--- config.mk ---
export PLATFORM = sky130hd
export DESIGN_NAME = tile_collider
export DESIGN_NICKNAME = d
export VERILOG_FILES = /design/src/rtl/collide_pkg.sv /design/src/rtl/edge_sync.sv /design/src/rtl/tile_collider.sv
export SDC_FILE = /design/constraint.sdc
export NUM_CORES = 1
export LEC_CHECK = 0
export CAP_MARGIN = 10
export CORE_MARGIN = 2
export CORE_UTILIZATION = 47
export CTS_CLUSTER_DIAMETER = 40
export DETAILED_ROUTE_END_ITERATION = 7
export PLACE_DENSITY = 0.72
export SETUP_SLACK_MARGIN = 0.2
export SYNTH_ARGS = -nofsm -noshare
export SYNTH_HDL_FRONTEND = slang
export SYNTH_HIERARCHICAL = 1
export SYNTH_SLANG_ARGS = --single-unit
--- constraint.sdc ---
create_clock -name Clk -period 3.9 [get_ports Clk]
set_clock_uncertainty 0.2 [all_clocks]
set_input_delay 0.78 -clock Clk [delete_from_list [all_inputs] [get_ports Clk]]
set_output_delay 0.78 -clock Clk [all_outputs]
set_load 0.01 [all_outputs]
--- src/rtl/collide_pkg.sv ---
// Shared types and constants for the tile collision responder.
package collide_pkg;

    localparam int unsigned MAP_DIM = 32;

    typedef logic [4:0]  tile_t;
    typedef logic [31:0] map_row_t;

    typedef enum logic [1:0] {
        IDLE,
        READ,
        RESP
    } coll_state_t;

endpackage

--- src/rtl/edge_sync.sv ---
// Two-flop synchronizer for a slow asynchronous clock plus a one-cycle falling-edge pulse.
module edge_sync (
    input  logic i_clk,
    input  logic i_reset,
    input  logic i_async,
    output logic o_fall
);

    logic r_meta;
    logic r_sync;
    logic r_prev;

    // r_prev clears to 0 so a low or high input after reset never looks like a fall
    always_ff @(posedge i_clk) begin
        if (i_reset) begin
            r_meta <= 1'b0;
            r_sync <= 1'b0;
            r_prev <= 1'b0;
        end else begin
            r_meta <= i_async;
            r_sync <= r_meta;
            r_prev <= r_sync;
        end
    end

    assign o_fall = r_prev & ~r_sync;

endmodule

--- src/rtl/tile_collider.sv ---
// Once-per-frame wall lookup in a host-loaded 32x32 tile map for the motion block.
module tile_collider
    import collide_pkg::*;
#(
    parameter int unsigned COLS = 20,
    parameter int unsigned ROWS = 15
) (
    input  logic        Clk,
    input  logic        Reset,
    input  logic        frame_clk,
    input  logic [4:0]  X_coll,
    input  logic [4:0]  Y_coll,
    input  logic        map_we,
    input  logic [4:0]  map_row,
    input  logic [31:0] map_data,
    output logic        coll_next,
    output logic        coll_valid
);

    map_row_t    r_map [MAP_DIM];
    coll_state_t r_state;
    tile_t       r_xq;
    tile_t       r_yq;
    map_row_t    r_row_q;
    logic        r_coll_next;
    logic        r_coll_valid;

    logic w_fall;
    logic w_oob;

    edge_sync u_edge_sync (
        .i_clk   (Clk),
        .i_reset (Reset),
        .i_async (frame_clk),
        .o_fall  (w_fall)
    );

    always_ff @(posedge Clk) begin
        if (Reset) begin
            for (int i = 0; i < MAP_DIM; i++) begin
                r_map[i] <= '0;
            end
        end else if (map_we) begin
            r_map[map_row] <= map_data;
        end
    end

    assign w_oob = (32'(r_xq) >= COLS) || (32'(r_yq) >= ROWS);

    // Falls seen outside IDLE are dropped; the query in flight completes untouched.
    always_ff @(posedge Clk) begin
        if (Reset) begin
            r_state      <= IDLE;
            r_xq         <= '0;
            r_yq         <= '0;
            r_row_q      <= '0;
            r_coll_next  <= 1'b0;
            r_coll_valid <= 1'b0;
        end else begin
            r_coll_valid <= 1'b0;
            unique case (r_state)
                IDLE: begin
                    if (w_fall) begin
                        r_xq    <= X_coll;
                        r_yq    <= Y_coll;
                        r_state <= READ;
                    end
                end
                READ: begin
                    r_row_q <= r_map[r_yq];
                    r_state <= RESP;
                end
                RESP: begin
                    r_coll_next  <= w_oob | r_row_q[r_xq];
                    r_coll_valid <= 1'b1;
                    r_state      <= IDLE;
                end
                default: r_state <= IDLE;
            endcase
        end
    end

    assign coll_next  = r_coll_next;
    assign coll_valid = r_coll_valid;

endmodule
==> impl_metrics.toml, run 1 <==
[pwr]
peakVddDrop_mv = 0.339
pwr-share-comb = 0.044
p_switching_uw = 3890
p_per_area_nw_per_um2 = 496
p_leak_uw = 0.0117
swShare = 0.224
power_uw = 17300
p_seq_frac = 0.486
clkPwrFrac = 0.470
internal_power_uw = 13400

[sta]
worst_pin_slew_ps = 809
fin_crit_ps = 2980
hold_viol_final = 0
max_slew_margin = 0.460
rsz0062_at_grt = "false"
finalCritPeriodShare = 0.765
max_freq_mhz = 335
slew_violations = 0
setup_viol = 0
tns_ps = 0

[clocking]
clkSlewWorstSetupHoldPaths_ps = 60
cts_sinks = 677
postCtsResizedCells = 0
post_cts_buffers = 0
clockRootBuffer = "clkbuf_16"
cts_made_buffers = 89
htree_num_levels = 3
clk_path_buf_depth = 3
clk_latency_ps = 640
hold_buffers = 0
cts_tree = "yes"

[global_route]
first_global_vias = 17700
antenna_found_initial = 0
grt-ovfl-total = 0
grt_first_pass_wirelength_um = 111000
grt_max_degree = 51
grtUsageTotal = 0.224

[logic_synthesis]
yosys.cell_count.top_type = "and2_1"
synth_top_area_share = 0.624
synth-async-reset-ratio = 0
netlist_area_um2 = 30800
yosysSeqAreaShare = 0.648
synthTopCellsByCount = "and2_1, edfxtp_1, clkbuf_1"
synthFlopType = "edfxtp_1"
syn_inst = 2127
yosysWarnings = 6
synth_area_leaders = "edfxtp_1, and2_1, mux4_2, mux2i_1, dfxtp_1"
synth_area_leader_cell = "edfxtp_1"
synth_edf_count = 640
synth_cell_types = 47
ys_seq_elements = 677
synth_nets = 2178
syn-mean-instance-area_um2 = 14.5

[setup_path]
critPathSlowestCell = "dfxtp_4"
timing.critical_path.buf_inv = 1
crit_family = "compound AO/OA/AOI/OAI gates"
r2r_cells = 5
critPathKind = "flop to flop"
crit_fanout = 21
crit_required_ps = 4190
end_kind = "flop"
reg2reg_slack_ps = 920
critPathMaxStageDelay_ps = 680
r2r-start = "r_yq[0]"
startpoint_type = "flop"
crit_cells = 5
path_cells = "buf_4, mux4_2, a22o_1, a211oi_1, o31ai_1"
cp.arrival_ps = 3270
r2r_end = "r_row_q[7]"

[detailed_routing]
viasPerCell = 5.74
drc_errors = 0
drtIter0Drc = 2059
wl_um = 74700
wire_per_inst_um = 24.6
antenna_left = 0
firstDrtPassIters = 5
vias = 17400

[floorplan]
die_x_um = 260
ioPinCount = 53
die_h_um = 260
die_area_um2 = 67600
initial_core_util = 0.476
rows = 93
coreArea_um2 = 64700

[worst_hold_path]
min_path_type = "flop to flop"
hold_end = "r_row_q[0]"
holdCritStartpoint = "r_row_q[0]"
holdPathStages = 2

[finish]
diodes = 0
drive_above_1_share = 0.178
stdcell_count = 3032
final_util = 0.540
syn_to_final_growth_pct = 13.4
nFillCells = 5122
nets = 2153

[place]
hpwl_um = 45200
place.gp.congestion = 0.865
placed_cells = 2866
numPortBuffers = 40

[outcome]
status = "completed"

[flow_run]
max-cap-violations = 0
==> worst min-delay path, delay by kind of cell (launching register included) <==
kind             cells  cell delay [ps]
flip-flops           1              300
AND/OR/NAND/NOR      1               50
AO/OA/AOI/OAI        1               50
==> metal layers <==
| layer | GRT usage | vias up | part of all wire |
|---|---|---|---|
| li1 | - | 7676 | - |
| met1 | 0.315 | 8901 | 0.42 |
| met2 | 0.347 | 744 | 0.47 |
| met3 | 0.0490 | 95 | 0.090 |
| met4 | 0.0759 | 0 | 0.028 |
| met5 | 0 | - | 0 |
==> per-stage QoR <==
step / area (µm²) / hold WS [ps] / worst slack [ps]
global route: 34900 / 257 / 859
finish: 34900 / 245 / 917
detailed placement: 32000 / 240 / 548
global placement: 32000 / 228 / 557
floorplan: 30800 / 214 / 1450
CTS: 34900 / 250 / 903
==> power groups by stage <==
stage	combinational, µW	clock [µW]	sequential [µW]
finish	768	8150	8430
global route	810	8540	8460
CTS	765	8220	8430
detailed placement	762	0	8580
global placement	742	0	8550
floorplan	470	0	8520
==> sequential cells by signal, summed over array words and instances, names as in the netlist <==
| register | cells |
|---|---|
| r_yq | 5 |
| u_edge_sync/r_sync | 1 |
| r_row_q | 20 |
| r_map | 640 |
| u_edge_sync/r_meta | 1 |
| u_edge_sync/r_prev | 1 |
| r_state | 2 |
| coll_next | 1 |
| r_xq | 5 |
| coll_valid | 1 |
==> worst max path at each step <==
stage | end | start | slack, ps
3_5_place_dp | r_map[20][15] | map_we | 550
3_3_place_gp | r_map[0][2] | map_we | 560
2_1_floorplan | r_map[4][0] | Reset | 1450
4_1_cts | r_row_q[5] | r_yq[0] | 900
5_1_grt | r_row_q[7] | r_yq[0] | 860
6_report | r_row_q[7] | r_yq[0] | 920
==> placed cells by master (no fill, tap or decap), drive strengths merged, types with 2 or more instances in the layout <==
cell           synthesis  layout
and2                 642     642
edfxtp               640     640
mux2i                124     124
clkbuf               177     110
mux4                 103     103
buf                   70      92
nand2                 45      45
nor2                  41      41
a22oi                 41      41
clkdlybuf4s50          0      39
dfxtp                 37      37
or2                   32      32
inv                    1      26
a22o                  20      20
o221ai                20      20
a211oi                20      20
clkinv                 0      17
nand3                 13      13
a21oi                 11      11
nand4                 11      11
o22ai                 10      10
o31ai                 10      10
o32a                  10      10
o21ai                 10      10
clkinvlp               0       9
nor2b                  8       8
nand3b                 5       5
bufinv                 0       5
nand2b                 4       4
or3                    4       4
nor4b                  3       3
or3b                   2       2
nor3b                  2       2
and4bb                 2       2
nor3                   2       2
==> kinds of logic after synthesis <==
logic type,synth area share
compound gates,0.0380
buf+inv,0.0367
simple gates,0.162
mux,0.116
flops,0.648
==> final cells by class <==
cell class | instances | area, µm² | area share
Multi-Input combinational cell | 1202 | 9730 | 0.279
Tap cell | 855 | 1070 | 0.0306
Timing Repair Buffer | 131 | 1180 | 0.0337
Clock buffer | 110 | 2430 | 0.0696
Sequential cell | 677 | 20000 | 0.572
Inverter | 1 | 3.75 | 0.000107
Clock inverter | 56 | 553 | 0.0158
No activity file was read; power rests on OpenSTA's default activity.
==> inputs of run 2 (changes only) <==
==> constraint.sdc (replaced) <==
create_clock -name Clk -period 2.9 [get_ports Clk]
set_clock_uncertainty 0.2 [all_clocks]
set_input_delay 0.58 -clock Clk [delete_from_list [all_inputs] [get_ports Clk]]
set_output_delay 0.58 -clock Clk [all_outputs]
set_load 0.01 [all_outputs]
==> run 2 against run 1 <==
Against the previous run: worst setup slack lost 570 ps; highest routed layer is now met5; register-to-register slack got worse by 570 ps; utilization rose by 1.2 points; sequential share of layout area down 1.3 points; cell count is 1.8% higher; first-iteration DRC count is 0.78% lower; clock-buffer cell count decreased by 10; clock power grew 36%; routed wire length is 1.4% higher; sequential cell count is the same; combinational power up 50%.
==> impl_metrics.toml, run 2 (synthesis gave the netlist of run 1 again) <==
[pwr]
pwr-share-comb = 0.049
peakVddDrop_mv = 0.455
p_switching_uw = 5300
p_leak_uw = 0.0121
internal_power_uw = 18300
swShare = 0.224
p_seq_frac = 0.480
clkPwrFrac = 0.471
p_per_area_nw_per_um2 = 660

[floorplan]
initial_core_util = 0.476
ioPinCount = 53
coreArea_um2 = 64700
die_area_um2 = 67600
rows = 93
die_h_um = 260
die_x_um = 260

[finish]
largest_register_ffs = 640
final_cell_mix = "and2_1, edfxtp_1, mux2i_1"
final_util = 0.553
drive_above_1_share = 0.201
largest_registers = "r_map x640, r_row_q x20"
diodes = 0
largest_register = "r_map"
layout.cells.most_common = "and2_1"
nets = 2207
syn_to_final_growth_pct = 16.0

[detailed_routing]
wire_per_inst_um = 24.5
antenna_left = 0
wl_um = 75700
vias = 17700
drc_errors = 0
firstDrtPassIters = 5
viasPerCell = 5.73
drtIter0Drc = 2043

[global_route]
grt_max_degree = 47
first_global_vias = 18000
grt_first_pass_wirelength_um = 112000
antenna_found_initial = 2
grt-ovfl-total = 0
grtUsageTotal = 0.227

[setup_path]
reg2reg_slack_ps = 350
end_kind = "flop"
critPathKind = "flop to flop"
startpoint_type = "flop"
r2r-start = "r_yq[4]"
cp.arrival_ps = 2860
r2r_end = "r_row_q[11]"
crit_required_ps = 3210
crit_fanout = 20
r2r_cells = 4

[sta]
max_slew_margin = 0.493
rsz0062_at_grt = "false"
max_freq_mhz = 392
worst_pin_slew_ps = 760
tns_ps = 0
finalCritPeriodShare = 0.879
setup_ws_ps = 351
slew_violations = 0
fin_crit_ps = 2550
setup_viol = 0
hold_viol_final = 0

[clocking]
cts_made_buffers = 89
clockRootBuffer = "clkbuf_16"
clk_path_buf_depth = 3
clkSlewWorstSetupHoldPaths_ps = 60
cts_tree = "yes"
htree_num_levels = 3
clk_latency_ps = 650
cts_sinks = 677

[outcome]
status = "completed"

[worst_hold_path]
min_path_type = "flop to flop"
holdCritStartpoint = "u_edge_sync/r_meta"
holdPathStages = 1
hold_end = "u_edge_sync/r_sync"

[place]
numPortBuffers = 40
place.gp.congestion = 0.858
dp_slack_ps = 27.7
hpwl_um = 46800

[flow_run]
max-cap-violations = 0
-- run 2: cell types whose count changed in the layout (fill, tap and decap cells not counted), sizes merged --
cell,previous run,this run
buf,92,145
clkinv,17,28
clkbuf,110,100
bufinv,5,8
inv,26,24
clkinvlp,9,8
dlygate4sd3,0,1
-- run 2: worst max-delay path by stage --
stage,startpoint,endpoint,slack (ps)
floorplan,Reset,r_map[4][0],650
global placement,map_row[3],r_map[6][9],60
detailed placement,map_row[3],r_map[7][17],30
CTS,r_yq[0],r_row_q[4],210
global route,r_yq[4],r_row_q[11],280
finish,r_yq[4],r_row_q[11],350
-- run 2: layer usage --
metal / part of all wire / global-route usage / routed length [µm] / up-vias
met4: 0.035 / 0.0956 / 2670 / 2
met3: 0.096 / 0.0452 / 7260 / 131
met5: 0.00017 / 0 / 13 / -
met1: 0.40 / 0.309 / 30100 / 8896
met2: 0.47 / 0.357 / 35700 / 857
li1: - / - / - / 7793
-- run 2: critical path: stages (launching register included) --
cell,delay [ps]
dfxtp_1,580
or3b_1,680
o221ai_1,310
a211oi_1,480
o21ai_1,140
-- run 2: cell type report --
cell class,count,area (µm²)
Timing Repair Buffer,185,1910
Fill cell,5024,29000
Inverter,1,3.75
Clock buffer,100,2340
Sequential cell,677,20000
Tap cell,855,1070
Multi-Input combinational cell,1202,9750
Clock inverter,67,701
-- run 2: repair_timing --
action,4_1_cts,5_1_grt
gates resized for setup,1,2
endpoints found under the setup margin,1,17
buffers inserted,0,6
hold buffers,1,0
endpoints found under the hold margin,3,0
-- run 2: per-stage QoR --
step / total power, µW / hold WS (ps) / instances / instance area (µm²)
finish: 23600 / 247 / 3087 / 35700
global route: 24200 / 274 / 3087 / 35700
CTS: 23700 / 251 / 3081 / 35700
detailed placement: 12700 / 241 / 2913 / 32600
global placement: 12600 / 221 / 2913 / 32600
floorplan: 12100 / 214 / 2127 / 30800
-- run 2: power groups by stage --
stage | Sequential, µW | Clock [µW] | Combinational, µW
detailed placement | 11500 | 0 | 1140
global placement | 11500 | 0 | 1120
CTS | 11300 | 11200 | 1150
global route | 11400 | 11600 | 1210
finish | 11300 | 11100 | 1150
floorplan | 11500 | 0 | 632
==> inputs of run 3 (changes only) <==
--- a/config.mk
+++ b/config.mk
@@ -8,7 +8,7 @@
 export CAP_MARGIN = 10
 export CORE_MARGIN = 2
 export CORE_UTILIZATION = 47
-export CTS_CLUSTER_DIAMETER = 40
+export CTS_BUF_LIST = sky130_fd_sc_hd__clkbuf_16
 export DETAILED_ROUTE_END_ITERATION = 7
 export PLACE_DENSITY = 0.72
 export SETUP_SLACK_MARGIN = 0.2
==> run 3 against run 2 <==
Against the previous run: total power decreased by 12%; clock power decreased by 25%; first-iteration DRC count decreased by 6.2%; sequential power about the same; worst setup slack improved by 44 ps; utilization decreased by 1.5 points; clock-buffer cell count decreased by 28; largest cell class unchanged.
==> impl_metrics.toml, run 3 (synthesis gave the netlist of run 1 again) <==
[pwr]
internal_power_uw = 16300
p_seq_frac = 0.545
peakVddDrop_mv = 0.324
p_switching_uw = 4480
p_leak_uw = 0.0117
swShare = 0.216
p_per_area_nw_per_um2 = 597
clkPwrFrac = 0.400
pwr-share-comb = 0.055

[place]
dp_slack_ps = 27.7
place_area_um2 = 32600
numPortBuffers = 40
hpwl_um = 46800
place.gp.congestion = 0.858

[clocking]
clockRootBuffer = "clkbuf_16"
htree_num_levels = 3
cts_sinks = 677
clk_latency_ps = 610
cts_tree = "yes"
clk_path_buf_depth = 3
cts_made_buffers = 69
clkSlewWorstSetupHoldPaths_ps = 60

[setup_path]
crit_fanout = 9
r2r-start = "r_yq[0]"
r2r_end = "r_row_q[11]"
critPathKind = "flop to flop"
crit_required_ps = 3180
startpoint_type = "flop"
cp.arrival_ps = 2790
end_kind = "flop"
reg2reg_slack_ps = 400
r2r_cells = 5

[sta]
slew_violations = 0
worst_pin_slew_ps = 689
finalCritPeriodShare = 0.864
setup_viol = 0
setup_ws_ps = 395
tns_ps = 0
rsz0062_at_grt = "false"
fin_crit_ps = 2500
max_slew_margin = 0.541
hold_viol_final = 0
max_freq_mhz = 399

[global_route]
antenna_found_initial = 3
grt_max_degree = 47
grt_first_pass_wirelength_um = 110000
grtUsageTotal = 0.222
first_global_vias = 17700
grt-ovfl-total = 0

[detailed_routing]
drc_errors = 0
antenna_left = 0
drtIter0Drc = 1916
vias = 17500
firstDrtPassIters = 5
wl_um = 74400
wire_per_inst_um = 24.5
viasPerCell = 5.74

[floorplan]
die_h_um = 260
die_x_um = 260
coreArea_um2 = 64700
ioPinCount = 53
initial_core_util = 0.476
die_area_um2 = 67600
rows = 93

[finish]
nets = 2185
largest_register_ffs = 640
largest_register = "r_map"
final_cell_mix = "and2_1, edfxtp_1, mux2i_1"
layout.cells.most_common = "and2_1"
final_cell_area_um2 = 34800
syn_to_final_growth_pct = 12.9
largest_registers = "r_map x640, r_row_q x20"
drive_above_1_share = 0.176

[worst_hold_path]
holdPathStages = 1
min_path_type = "flop to flop"
holdCritStartpoint = "u_edge_sync/r_meta"
hold_end = "u_edge_sync/r_sync"

[flow_run]
max-cap-violations = 0

[outcome]
status = "completed"
run 3: cell types whose count changed in the layout (fill, tap and decap cells not counted), moves of 4 or more:
cell and delta:
inv_1 +20, clkinvlp_4 -4, inv_6 -15, clkinv_4 -7, bufinv_16 -6, clkbuf_1 -7
clkbuf_16 -20
run 3: timing repair:
item | 4_1_cts | 5_1_grt
setup endpoints to repair | 0 | 17
endpoints found under the hold margin | 3 | 0
resized for setup | 0 | 3
setup buffers | 0 | 4
hold buffers | 1 | 0
run 3: cell type report:
type / instances / area, µm²
well taps: 855 / 1070
diodes: 1 / 2.50
clock buffers: 72 / 1800
fillers: 5157 / 29900
flip-flops and latches: 677 / 20000
multi-input cells: 1202 / 9740
repair buffers: 183 / 1900
clock inverters: 50 / 295
inverters: 1 / 3.75
run 3: power by group through the flow:
stage                     sequential, µW  clock (µW)  combinational, µW
after floorplan                    11500           0                632
after global routing               11400        8750               1210
after global placement             11500           0               1120
after detailed placement           11500           0               1140
after CTS                          11300        8400               1140
final                              11300        8300               1150
run 3: critical path: stages, from the launching register on:
cell      delay (ps)
dfxtp_4          490
buf_4            220
mux4_2           530
a22o_1           310
a211oi_1         470
o21ai_1          140
run 3: through the flow:
stage | cells | power, µW | hold WS, ps | util
floorplan | 2127 | 12100 | 214 | -
global route | 3040 | 21300 | 274 | 0.538
CTS | 3036 | 20900 | 251 | 0.537
finish | 3041 | 20800 | 246 | 0.538
detailed placement | 2913 | 12700 | 241 | 0.504
global placement | 2913 | 12600 | 221 | 0.504
run 3: worst max path at each step:
stage | startpoint | endpoint | slack (ps) | depth (start not counted)
global route | r_yq[0] | r_row_q[0] | 330 | 6
detailed placement | map_row[3] | r_map[7][17] | 30 | 6
global placement | map_row[3] | r_map[6][9] | 60 | 6
floorplan | Reset | r_map[4][0] | 650 | 5
CTS | r_yq[0] | r_row_q[4] | 220 | 6
finish | r_yq[0] | r_row_q[11] | 400 | 5
run 3: layer usage:
metal,global-route usage,wire length (µm),vias up
met3,0.0426,7040,124
met4,0.0938,2890,2
met2,0.345,34500,769
met1,0.308,30000,8851
met5,0,13,-
li1,-,-,7718
